**src/rtl/seg_display_scanner.sv**
```systemverilog
// Scans a latched 16-bit value across a 4-digit common-anode display via one shared hex decoder.
// Define LEADING_ZERO_BLANK_EN to blank digits above the most significant nonzero nibble.
module seg_display_scanner #(
  parameter int CLK_DIV = 50000,
  parameter int CNT_W   = 20
) (
  input  logic        clk,
  input  logic        reset,
  input  logic        enable,
  input  logic        load,
  input  logic [15:0] value_in,
  input  logic [3:0]  dp_in,
  output logic [3:0]  hex,
  output logic [3:0]  an,
  output logic        dp_n,
  output logic        frame_tick
);

  localparam logic [CNT_W-1:0] DIV_LAST = CNT_W'(CLK_DIV - 1);

  logic [15:0]      value_q;
  logic [3:0]       dp_q;
  logic [CNT_W-1:0] div_cnt;
  logic [1:0]       digit_sel;
  logic             wrap_pending;

  logic             slot_end;
  logic             wrap;
  logic [3:0]       sel_nibble;
  logic [3:0]       an_next;
  logic             digit_on;

  assign slot_end   = (div_cnt == DIV_LAST);
  assign wrap       = enable && slot_end && (digit_sel == 2'd3);
  assign sel_nibble = value_q[4*digit_sel +: 4];

`ifdef LEADING_ZERO_BLANK_EN
  logic [1:0] msd;

  // Digit 0 is the floor so an all-zero value still shows a single "0".
  always_comb begin
    msd = 2'd0;
    if (value_q[7:4]   != 4'h0) msd = 2'd1;
    if (value_q[11:8]  != 4'h0) msd = 2'd2;
    if (value_q[15:12] != 4'h0) msd = 2'd3;
  end

  assign digit_on = (digit_sel <= msd);
`else
  assign digit_on = 1'b1;
`endif

  for (genvar gi = 0; gi < 4; gi++) begin : g_an
    assign an_next[gi] = ~(digit_on && (digit_sel == 2'(gi)));
  end

  // Outputs are built from the state at the start of the cycle, giving one cycle of latency.
  always_ff @(posedge clk or posedge reset) begin
    if (reset) begin
      value_q      <= 16'h0000;
      dp_q         <= 4'b0000;
      div_cnt      <= '0;
      digit_sel    <= 2'd0;
      wrap_pending <= 1'b0;
      hex          <= 4'h0;
      an           <= 4'b1111;
      dp_n         <= 1'b1;
      frame_tick   <= 1'b0;
    end else begin
      if (load) begin
        value_q <= value_in;
        dp_q    <= dp_in;
      end
      wrap_pending <= wrap;
      if (enable) begin
        if (slot_end) begin
          div_cnt   <= '0;
          digit_sel <= digit_sel + 2'd1;
        end else begin
          div_cnt <= div_cnt + 1'b1;
        end
        hex        <= sel_nibble;
        an         <= an_next;
        dp_n       <= ~dp_q[digit_sel];
        frame_tick <= wrap_pending;
      end else begin
        an         <= 4'b1111;
        dp_n       <= 1'b1;
        frame_tick <= 1'b0;
      end
    end
  end

endmodule

```
**config.mk**
```make
export PLATFORM = sky130hd
export DESIGN_NAME = seg_display_scanner
export DESIGN_NICKNAME = d
export VERILOG_FILES = /design/src/rtl/seg_display_scanner.sv
export SDC_FILE = /design/constraint.sdc
export NUM_CORES = 1
export LEC_CHECK = 0
export ABC_AREA = 0
export CAP_MARGIN = 15
export CORE_ASPECT_RATIO = 2
export CORE_MARGIN = 4
export CORE_UTILIZATION = 53
export CTS_BUF_LIST = sky130_fd_sc_hd__clkbuf_4 sky130_fd_sc_hd__clkbuf_8 sky130_fd_sc_hd__clkbuf_16
export CTS_CLUSTER_DIAMETER = 200
export CTS_CLUSTER_SIZE = 30
export DETAILED_ROUTE_END_ITERATION = 10
export PLACE_DENSITY = 0.78
export SKIP_CTS_REPAIR_TIMING = 1
export SKIP_LAST_GASP = 1
export SLEW_MARGIN = 0
export SYNTH_ARGS = -nofsm -noshare
export SYNTH_HDL_FRONTEND = slang
export SYNTH_SLANG_ARGS = --single-unit
```
**constraint.sdc**
```tcl
create_clock -name clk -period 2.23 [get_ports clk]
set_input_delay 0.5575 -clock clk [delete_from_list [all_inputs] [get_ports clk]]
set_output_delay 0.5575 -clock clk [all_outputs]
set_load 0.03 [all_outputs]
```
**Yosys cells after proc, flatten, opt, wreduce, memory -nomap -nowiden**

Cells that the tools add are included.

- Input port bits: 24
- Register bits after elaboration: 53
- Word-level logic and storage cells: 32

- Multiplexer cells: 6
- Add/subtract/negate cells: 2
- Equality and inequality tests: 4
- Shifts and indexed selects: 1
- Magnitude comparators: 1
- Bitwise operators: 5
- Reduce and logical (&&, ||, !) cells: 4

Operators with widths:

| cell | count |
|---|---|
| 20-bit by 1-bit adder with 20-bit output, second input constant | 1 |
| 20-bit by 16-bit equality test with 1-bit output, second input constant | 1 |
| 20-bit two-way mux | 1 |
| 16-bit by 5-bit variable part select with 4-bit output | 1 |
| 1-bit NOT | 5 |
| 2-bit equality test, second input constant | 2 |
| 4-bit two-way mux | 1 |
| 2-bit by 3-bit < comparator with 1-bit output, second input constant | 1 |
| 1-bit two-way mux | 3 |
| 2-bit by 1-bit adder with 2-bit output, second input constant | 1 |
| 1-bit binary-select mux with 2-bit select | 1 |
| 2-bit by 1-bit equality test with 1-bit output, second input constant | 1 |
| 1-bit logical AND | 2 |
| 2-bit zero test | 1 |
| 2-bit AND reduction | 1 |

**Longest topological paths before layout**

Gate-level depths: netlist of run 1.

- Depth after elaboration: 4
- Depth in mapped cells: 5
- Mapped depth without buffers: 5

**Least setup slack after synthesis of run 1**

OpenSTA, ideal clock, no wires.

- Path kind: input -> register
- Start: input enable
- End: register div_cnt[14]
- Arrival time: 1.813 ns
- Required time: 2.152 ns
- Stages on the path: 5
- Slack: 0.339 ns
- Path buffers: 1
- Setup time: 0.078 ns
- Cells stage by stage: buf_4 -> nand4_1 -> or4_1 -> or3_1 -> a21oi_1

RTL lines:

| what | RTL line | text |
|---|---|---|
| start: declaration | 9 | `input logic enable,` |
| end signal: assignment | 80 | `div_cnt <= div_cnt + 1'b1;` |
| end: declaration | 23 | `logic [CNT_W-1:0] div_cnt;` |

**Worst setup path in the final report of run 1**

- Start: register dp_n
- End: output dp_n

RTL lines:

| what | RTL line | text |
|---|---|---|
| start: declaration | 15 | `output logic dp_n,` |
| start signal: assignment | 84 | `dp_n <= ~dp_q[digit_sel];` |

No word-level cell between the ends.

==> impl_summary.log, run 1 <==
[metrics] unrepaired setup endpoints after global routing: no
[metrics] # setup viols final: 0
[metrics] mux contribution to synthesized area: 16.9%
[metrics] routed length per placed instance: 16.9 µm
[metrics] worst reg2reg setup slack: 0.35 ns
[metrics] top-count cell post-synth: dfrtp_1
[metrics] Initial Utilization: 55.8%
[metrics] area of the multi-input gates: 945 µm²
[metrics] non-filler cells, final: 278
[metrics] worst-case clock skew: 0.00482 ns
[metrics] count of routing violations after the opening detailed-route iteration: 25
[metrics] hold violation total from the final report: 0
[metrics] count of yosys warnings during synthesis: 0
[metrics] crit-path cells: clkdlybuf4s50_1
[metrics] number of logic stages on the critical path including buffering: 1
[metrics] CP max FO: 1
[metrics] clk root buf: clkbuf_8
[metrics] Mapped Avg Cell Area: 12.8 µm²
[metrics] maximum level of the CTS H-tree: 2
[metrics] Diodes inserted: 0
[metrics] overall routing resource usage: 19.7%
[metrics] Placed Cells incl. Taps: 270
[metrics] Place WS: -0.0576 ns
[metrics] leftover overflow at the end of global routing: 0
[metrics] library cell with the largest summed area after synthesis: dfrtp_1
[metrics] total wirelength of the detailed-routed design: 4.69 mm
[metrics] detail-routed via count per cell: 5.59
[metrics] die width: 54.8 µm
[metrics] Final Max Tran Viols: 0
[metrics] die area: 0.00558 mm²
[metrics] fraction of layout instances using a drive strength above 1: 25.2%
[metrics] area share of fa/ha/maj cells after synthesis: 2.69%
[metrics] CTS tree: done
[metrics] clock tree sinks: 53
[metrics] fraction of the mapped netlist area in compound gates: 2.10%
[metrics] sequential element share of the synthesized area: 57.3%
[metrics] Worst Setup Path Type: flip-flop to output pin
[metrics] worst endpoint required time: 1.67 ns
[metrics] result of the run: completed
[metrics] clock edge transition at the registers on the reported setup and hold paths: 0.09 ns
[metrics] largest net degree at the start of global routing: 42
[metrics] top cells by area in the synthesized netlist: dfrtp_1 (52%), mux2_2 (12%), dfstp_2 (5.6%), mux4_2 (4.8%), xnor2_1 (4.5%)
[metrics] total iterations of the first detailed-routing run: 4
[metrics] remaining antenna violation count: 0
[metrics] Async S/R FF share, synth: 100%
[metrics] worst slew slack as a fraction of its limit: 72.1%
[metrics] critical path arrival: 1.49 ns
[metrics] standby leakage power: 1.23 nW
[metrics] basic-gate share of the synthesized area counting and, or, nand and nor cells: 13.2%
[metrics] depth of the worst hold-timing path: 1
[metrics] top post-synthesis cells by count: dfrtp_1 (48), mux2_2 (25), nand2_1 (16), xnor2_1 (12), nand3_1 (11)
[metrics] antenna violations before repair: 0
[metrics] Clock Latency Late Sink: 0.30 ns
[metrics] number of global-route vias before repair: 1728
[metrics] Site Rows: 33
[metrics] crit end category: output pin
[metrics] Critical Path Start Type: flip-flop
[metrics] number of distinct library cells after synthesis: 30
[metrics] Crit Reg-Reg Endpoint: div_cnt[14]$_DFFE_PP0P_
[metrics] Nets: 254
[metrics] floorplan core area: 0.00417 mm²
[metrics] overall die height: 102 µm
[metrics] dominant combinational cell family by area after synthesis: multiplexers
[metrics] min-delay worst type: flip-flop to flip-flop
[metrics] HPWL after detailed placement: 3.66 mm
[metrics] CP bufs+invs: 1
[metrics] register bit count reported by yosys: 53
[metrics] final critical delay including setup and external delays: 2.04 ns
[metrics] Max Cap Violations: 0
[metrics] Filler Cells Inserted: 311
[metrics] Worst Min Path Start: wrap_pending$_DFF_PP0_
[metrics] Mapped Area: 0.00233 mm²
[metrics] area growth from synthesis to final layout: 24.5%
[metrics] Slew @ Worst Pin: 0.418 ns
[metrics] count of buffers from port buffering: 33
[metrics] via total after detailed routing: 1555
[metrics] primary flip-flop cell chosen by synthesis mapping: dfrtp_1
[metrics] total power after layout: 2.17 mW
[metrics] Post-Syn Instances: 182
[metrics] launch instance of the worst register-to-register path: div_cnt[0]$_DFFE_PP0P_
[metrics] number of enable flip-flop cells after synthesis: 0
[metrics] area share of the leading cell type in the synthesized netlist: 51.6%
[metrics] CP max stage cell: clkdlybuf4s50_1
[metrics] number of top-level pins: 34
[metrics] Worst IR Drop VDD: 0.560 mV
[metrics] xor and xnor fraction of the mapped netlist area: 5.65%
[metrics] destination of the worst hold path: frame_tick$_DFF_PP0_
[metrics] kind of cell with the highest combined delay on the critical path: buffers and inverters
[metrics] critical path's largest stage delay: 0.66 ns
[metrics] number of nets in the synthesized netlist: 211
[metrics] global-route wire length before repair: 7.89 mm
[metrics] launching element of the worst setup path: dp_n$_DFF_PP1_
[metrics] area taken by flip-flops and latches: 0.00133 mm²
[metrics] routability-driven placement congestion ratio: 0.913
[metrics] Setup WS post-layout: 0.185 ns
[metrics] number of clock buffers inserted by TritonCTS: 5
[metrics] remaining design rule violation count: 0
[metrics] number of cells on the worst reg-to-reg path: 5
[metrics] maximum buffer depth of the clock tree: 2
[metrics] total power per unit cell area: 748 mW/mm²
[metrics] fmax: 0.489 GHz
[metrics] final period utilization: 91.7%
## layout by cell type (no fill, tap or decap), drive strengths merged, types with 2 or more instances in the layout
cell	instances
dfrtp	48
clkdlybuf4s50	33
mux2	25
nand2	16
xnor2	12
nand3	11
buf	9
nor2	7
clkbuf	7
inv	6
mux4	5
nor4	5
o21ai	5
ha	5
dfstp	5
nand4	3
a21oi	3
xor2	3
and3	3
or3	3
nor3	2
or4	2
## stage by stage
step,utilization (%),TNS (ns),instance area [µm²],hold WS [ns]
2_1_floorplan,-,0,2330,0.434
3_3_place_gp,66.5,-0.00345,2780,0.443
3_5_place_dp,66.5,-0.0994,2780,0.470
4_1_cts,69.4,0,2900,0.490
5_1_grt,69.4,0,2900,0.526
6_report,69.4,0,2900,0.485
## worst max-delay path by stage
stage                         endpoint  slack (ns)
3_5_place_dp   div_cnt[14]$_DFFE_PP0P_       -0.06
4_1_cts                           dp_n        0.17
3_3_place_gp   div_cnt[14]$_DFFE_PP0P_      -0.003
6_report                          dp_n        0.19
5_1_grt                          an[2]        0.14
2_1_floorplan  div_cnt[14]$_DFFE_PP0P_        0.34
## flip-flops by register name, indices dropped and copies added (netlist names)
signal and cells:
frame_tick 1, wrap_pending 1, value_q 16, digit_sel 2, dp_q 4, div_cnt 20
an 4, hex 4, dp_n 1
## report_power, final
group / internal, mW / switching (mW)
logic: 0.176 / 0.152
clock network: 0.378 / 0.301
registers: 1.06 / 0.0966
## layout make-up
| class | count | share of cell area [%] |
|---|---|---|
| clock buffer | 7 | 3.11 |
| inverter | 6 | 0.778 |
| timing repair buffer | 42 | 14.2 |
| clock inverter | 1 | 1.04 |
| sequential | 53 | 46.0 |
| multi-input combinational | 117 | 32.6 |
| tap | 52 | 2.25 |
## metal layers
metal  share of wire [%]  GRT usage, %
met1                  33          20.2
met2                  60          35.9
met3                 3.6          3.83
met4                 3.0          9.40
met5                   0             0
## logic make-up after synthesis
logic type / after synthesis
AO/OA/AOI/OAI: 9
XOR/XNOR: 15
adder cells (fa/ha/maj): 5
buffers and inverters: 12
flip-flops: 53
multiplexers: 30
AND/OR/NAND/NOR: 58
Power figures use the tool's default switching activity.
==> inputs of run 2 (changes only) <==
Settings changed: CTS_CLUSTER_DIAMETER 200 to 50.
==> results of run 2 <==
The final DEF is identical to that of run 1; final timing and power are the same.
==> RTL change 1, RTL diff (settings of run 2) <==
Register the output `dp_n` once more; this adds one clock of latency there. The other outputs are not delayed to match.
--- a/src/rtl/seg_display_scanner.sv
+++ b/src/rtl/seg_display_scanner.sv
@@ -18,4 +18,6 @@
 
   localparam logic [CNT_W-1:0] DIV_LAST = CNT_W'(CLK_DIV - 1);
+
+  logic dp_n_s0;
 
   logic [15:0]      value_q;
@@ -65,5 +67,5 @@
       hex          <= 4'h0;
       an           <= 4'b1111;
-      dp_n         <= 1'b1;
+      dp_n_s0      <= 1'b1;
       frame_tick   <= 1'b0;
     end else begin
@@ -82,9 +84,9 @@
         hex        <= sel_nibble;
         an         <= an_next;
-        dp_n       <= ~dp_q[digit_sel];
+        dp_n_s0    <= ~dp_q[digit_sel];
         frame_tick <= wrap_pending;
       end else begin
         an         <= 4'b1111;
-        dp_n       <= 1'b1;
+        dp_n_s0    <= 1'b1;
         frame_tick <= 1'b0;
       end
@@ -92,4 +94,8 @@
   end
 
+  always_ff @(posedge clk) begin
+    dp_n <= dp_n_s0;
+  end
+
 endmodule
 
Behaviour: not the same (a bounded check fails within 4 cycles, from zero or initial values and one cycle with reset high).
==> RTL change 1 against run 2 <==
Non-clock buffer count is 1 higher. Highest routed layer unchanged. Critical path depth is the same. Hold slack worse by 0.053 ns. Sequential cell count is 1 higher. Via count grew 1.7%. Total power shrank 4.0%. Synthesized area grew 0.86%. Design area increased by 0.30%. Setup slack worse by 0.0088 ns. Combinational power about the same. Wire length is 0.58% lower.
==> RTL change 1: results (changes against run 2) <==
[synth]
synth_xor_area_share_pct = 5.600  ; -0.048 points
synth_async_sr_flop_share_pct = 98.15  ; -1.9 points
yosys-top-cells-area = dfrtp_1, mux2_2, dfstp_2
synth_cell_types = 31  ; +3.3%
synth_compound_area_share_pct = 2.080  ; -0.018 points
syn-num-nets = 212  ; +0.47%
synth_fa_ha_area_share_pct = 2.667  ; -0.023 points
synth_mux_area_share_pct = 16.80  ; -0.14 points
seq_area_frac_synth_pct = 57.65  ; +0.36 points

[power_and_ir_drop]
p_sw_share_pct = 27.15  ; +1.8 points
leakagePower_nw = 1.233  ; about the same
peakVddDrop_mv = 0.5754  ; +2.8%

[detailed_routing]
dr.pass1.iters = 7  ; +3
wl_met1_um = 1628  ; +4.8%
met3WireLength_um = 168  ; -1.8%
wirelength_um = 4664  ; -0.58%
route.met2.wl_um = 2738  ; -3.0%
vias = 1582  ; +1.7%

[global_route]
grt_pass1_vias = 1739  ; +0.64%
grt_max_degree = 21  ; -50%
grt_use_total_pct = 19.71  ; -0.040 points
grt_pass1_wl_um = 7928  ; +0.44%
met1_usage_pct = 20.12  ; -0.059 points
met2_usage_pct = 36.68  ; +0.82 points
use_met3_pct = 2.920  ; -0.91 points

[sta]
relSlewSlack_pct = 71.86  ; -0.28 points
fin_skew_ns = 0.01058  ; +0.005754 ns

[cells_and_area]
final_nets = 256  ; +0.79%
drive_above_1_share_pct = 25.44  ; +0.22 points

[place]
post-dp-hpwl_um = 3673  ; +0.40%
pre_cts_ws_ns = -0.06177  ; -0.004151 ns
gp_congestion = 0.8911  ; -2.4%

[run_status]
status = complete, no violations

RTL change 1: path summary, 6_finish.rpt:
path | startpoint | endpoint | slack, ns | depth (start not counted)
worst max-delay path | an[3] | an[3] | 0.18 | 1
max in group asynchronous | reset | div_cnt[5] | 1.09 | 3
min in group asynchronous | reset | value_q[0] | 0.56 | 2
worst min register to register | dp_n_s0 | dp_n | 0.43 | 0
worst max register to register | div_cnt[0] | div_cnt[14] | 0.32 | 5
worst min-delay path | dp_n_s0 | dp_n | 0.43 | 0
RTL change 1: power by group through the flow:
stage,registers [mW],logic [mW],clock network (mW)
floorplan,1.20,0.182,0
global placement,1.19,0.317,0
detailed placement,1.20,0.327,0
CTS,1.18,0.330,0.590
global route,1.20,0.359,0.627
finish,1.18,0.327,0.570
RTL change 1: logic make-up after synthesis:
| family | count (synthesis) |
|---|---|
| adders and majority gates | 5 |
| DFF | 54 |
| AOI/OAI and AO/OA | 9 |
| xor gates and xnor gates | 15 |
| and+or+nand+nor | 58 |
| muxes | 30 |
| buffers and inverters | 12 |
RTL change 1: final cells by class:
| class | count | area (µm²) |
|---|---|---|
| Tap cell | 54 | 67.56 |
| Clock buffer | 6 | 82.58 |
| Inverter | 6 | 22.52 |
| Multi-Input combinational cell | 117 | 944.7 |
| Clock inverter | 2 | 16.27 |
| Fill cell | 342 | 1393 |
| Sequential cell | 54 | 1353 |
| Timing Repair Buffer | 43 | 417.9 |
RTL change 1: stage by stage:
step	std cells	setup TNS [ns]	hold slack [ns]	instance area (µm²)	utilization (%)
global placement	274	-0.005152	0.3908	2805	65.29
floorplan	183	0	0.3856	2346	-
detailed placement	274	-0.1154	0.4057	2805	65.29
global route	282	0	0.4382	2904	67.59
finish	282	0	0.4322	2904	67.59
CTS	282	0	0.4335	2904	67.59
==> RTL change 2, RTL diff (flow settings as in run 2) <==
Made on the original files. Add a define of `LEADING_ZERO_BLANK_EN`.
--- a/src/rtl/seg_display_scanner.sv
+++ b/src/rtl/seg_display_scanner.sv
@@ -1,4 +1,6 @@
 // Scans a latched 16-bit value across a 4-digit common-anode display via one shared hex decoder.
 // Define LEADING_ZERO_BLANK_EN to blank digits above the most significant nonzero nibble.
+`define LEADING_ZERO_BLANK_EN
+
 module seg_display_scanner #(
   parameter int CLK_DIV = 50000,
Function: same outputs for any inputs over 10 cycles, from zero or initial values and one cycle with reset high; that may be too few to reach the edited logic, so the function may still have changed.
==> RTL change 2 against run 2 <==
Core utilization down 2.1 points. Hold slack worse by 0.0043 ns. Setup slack got worse by 0.018 ns. Total power is 1.5% lower. Design area up 1.9%. Sequential cell count unchanged. Wire length up 5.9%. Non-clock buffer count down 2. Synthesized area up 4.5%. Global-route usage fell by 1.3 points. Critical endpoint unchanged. Highest routed layer unchanged.
==> RTL change 2: results (changes against run 2) <==
[run_status]
status = complete, no violations

[place]
gp_congestion = 0.8514  ; -6.8%
portBuffers = 33  ; unchanged
post-dp-hpwl_um = 3853  ; +5.3%
pre_cts_ws_ns = -0.002925  ; +0.05470 ns

[detailed_routing]
drtIter0Drc = 48  ; +92%
dr.pass1.iters = 4  ; unchanged
wirelength_um = 4969  ; +5.9%
vias = 1639  ; +5.4%

[clock_network]
max-clock-path-buffers = 2  ; unchanged
clk_pin_slew_ns = 0.09  ; about the same
htreeDepth = 2  ; unchanged
root_buffer = clkbuf_8
cts_buffers = 5  ; unchanged
insertion_delay_ns = 0.30  ; about the same

[cells_and_area]
final_nets = 259  ; +2.0%
reg_top3 = div_cnt x20, value_q x16
num-fill-cells = 318  ; +2.3%
diodes = 0  ; unchanged
final_cells = 282  ; +1.4%
drive_above_1_share_pct = 24.56  ; -0.66 points

[synth]
synth_cell_types = 33  ; +10%
dominantRegCellSynth = dfrtp_1
syn_inst = 188  ; +3.3%
synth_async_sr_flop_share_pct = 100.0  ; unchanged
ys_warn_count = 0  ; unchanged
synth_top_cells_by_count = dfrtp_1, mux2_2, nand2_1
seq_area_frac_synth_pct = 54.84  ; -2.4 points
yosys-top-cells-area = dfrtp_1, mux2_2, dfstp_2
syn-num-nets = 219  ; +3.8%

[power_and_ir_drop]
leakagePower_nw = 1.259  ; +2.0%
peakVddDrop_mv = 0.4932  ; -12%

[sta]
fin_skew_ns = 0.007995  ; +0.003173 ns
worst_pin_slew_ns = 0.4368  ; +0.01889 ns

[global_route]
grt_pass1_vias = 1835  ; +6.2%
grt_use_total_pct = 18.49  ; -1.3 points
grt_antenna_before_repair = 0  ; unchanged
grt_max_degree = 54  ; +29%
grt_pass1_wl_um = 8459  ; +7.2%

[min_path]
hold_path.class = flop to flop

[setup_path]
worstPathMaxFanout = 1  ; unchanged
cp_top_family = buffers and inverters
critPathSlowestCell = clkdlybuf4s50_1
critPathMaxStageDelay_ns = 0.66  ; about the same
arrival_ns = 1.51  ; +0.02 ns

RTL change 2: power by group:
group	leakage [nW]	switching, mW	internal, mW
Sequential	0.652	0.127	1.07
Clock	0.0477	0.288	0.259
Combinational	0.559	0.181	0.206
Total	1.26	0.596	1.54
RTL change 2: kinds of logic after synthesis:
group	Yosys count	synth area share, %
adders and majority gates	7	3.604
buffers and inverters	10	1.751
xor gates and xnor gates	17	6.128
AOI/OAI and AO/OA	8	1.957
and+or+nand+nor	62	15.09
DFF	53	54.84
muxes	31	16.63
RTL change 2: worst paths after layout:
check | startpoint | end | slack, ns | depth (start not counted)
setup / recovery | dp_n | dp_n | 0.17 | 1
hold / removal | wrap_pending | frame_tick | 0.48 | 1
setup reg to reg | value_q[12] | an[1] | 0.32 | 7
hold reg to reg | wrap_pending | frame_tick | 0.48 | 1
max in group asynchronous | reset | an[3] | 1.32 | 3
min in group asynchronous | reset | hex[3] | 0.60 | 3
RTL change 2: area by class of cell:
cell class	instances	area, µm²	area share (%)
clock buffers	7	90.09	3.052
inverters	3	11.26	0.3815
multi-input cells	125	1055	35.74
flip-flops and latches	53	1333	45.15
well taps	54	67.56	2.289
repair buffers	40	395.4	13.40
RTL change 2: metrics by stage:
step / instance area, µm² / TNS (ns) / utilization, %
2_1_floorplan: 2430 / 0 / -
3_3_place_gp: 2861 / 0 / 65.31
3_5_place_dp: 2861 / -0.002925 / 65.31
4_1_cts: 2952 / 0 / 67.36
5_1_grt: 2952 / 0 / 67.36
6_report: 2952 / 0 / 67.36
RTL change 2: per-layer routing:
layer	up-vias	global-route usage [%]	share of wire, %
li1	751	-	-
met1	828	18.31	33
met2	51	35.76	61
met3	9	2.989	3.4
met4	0	8.659	2.2
met5	-	0	0
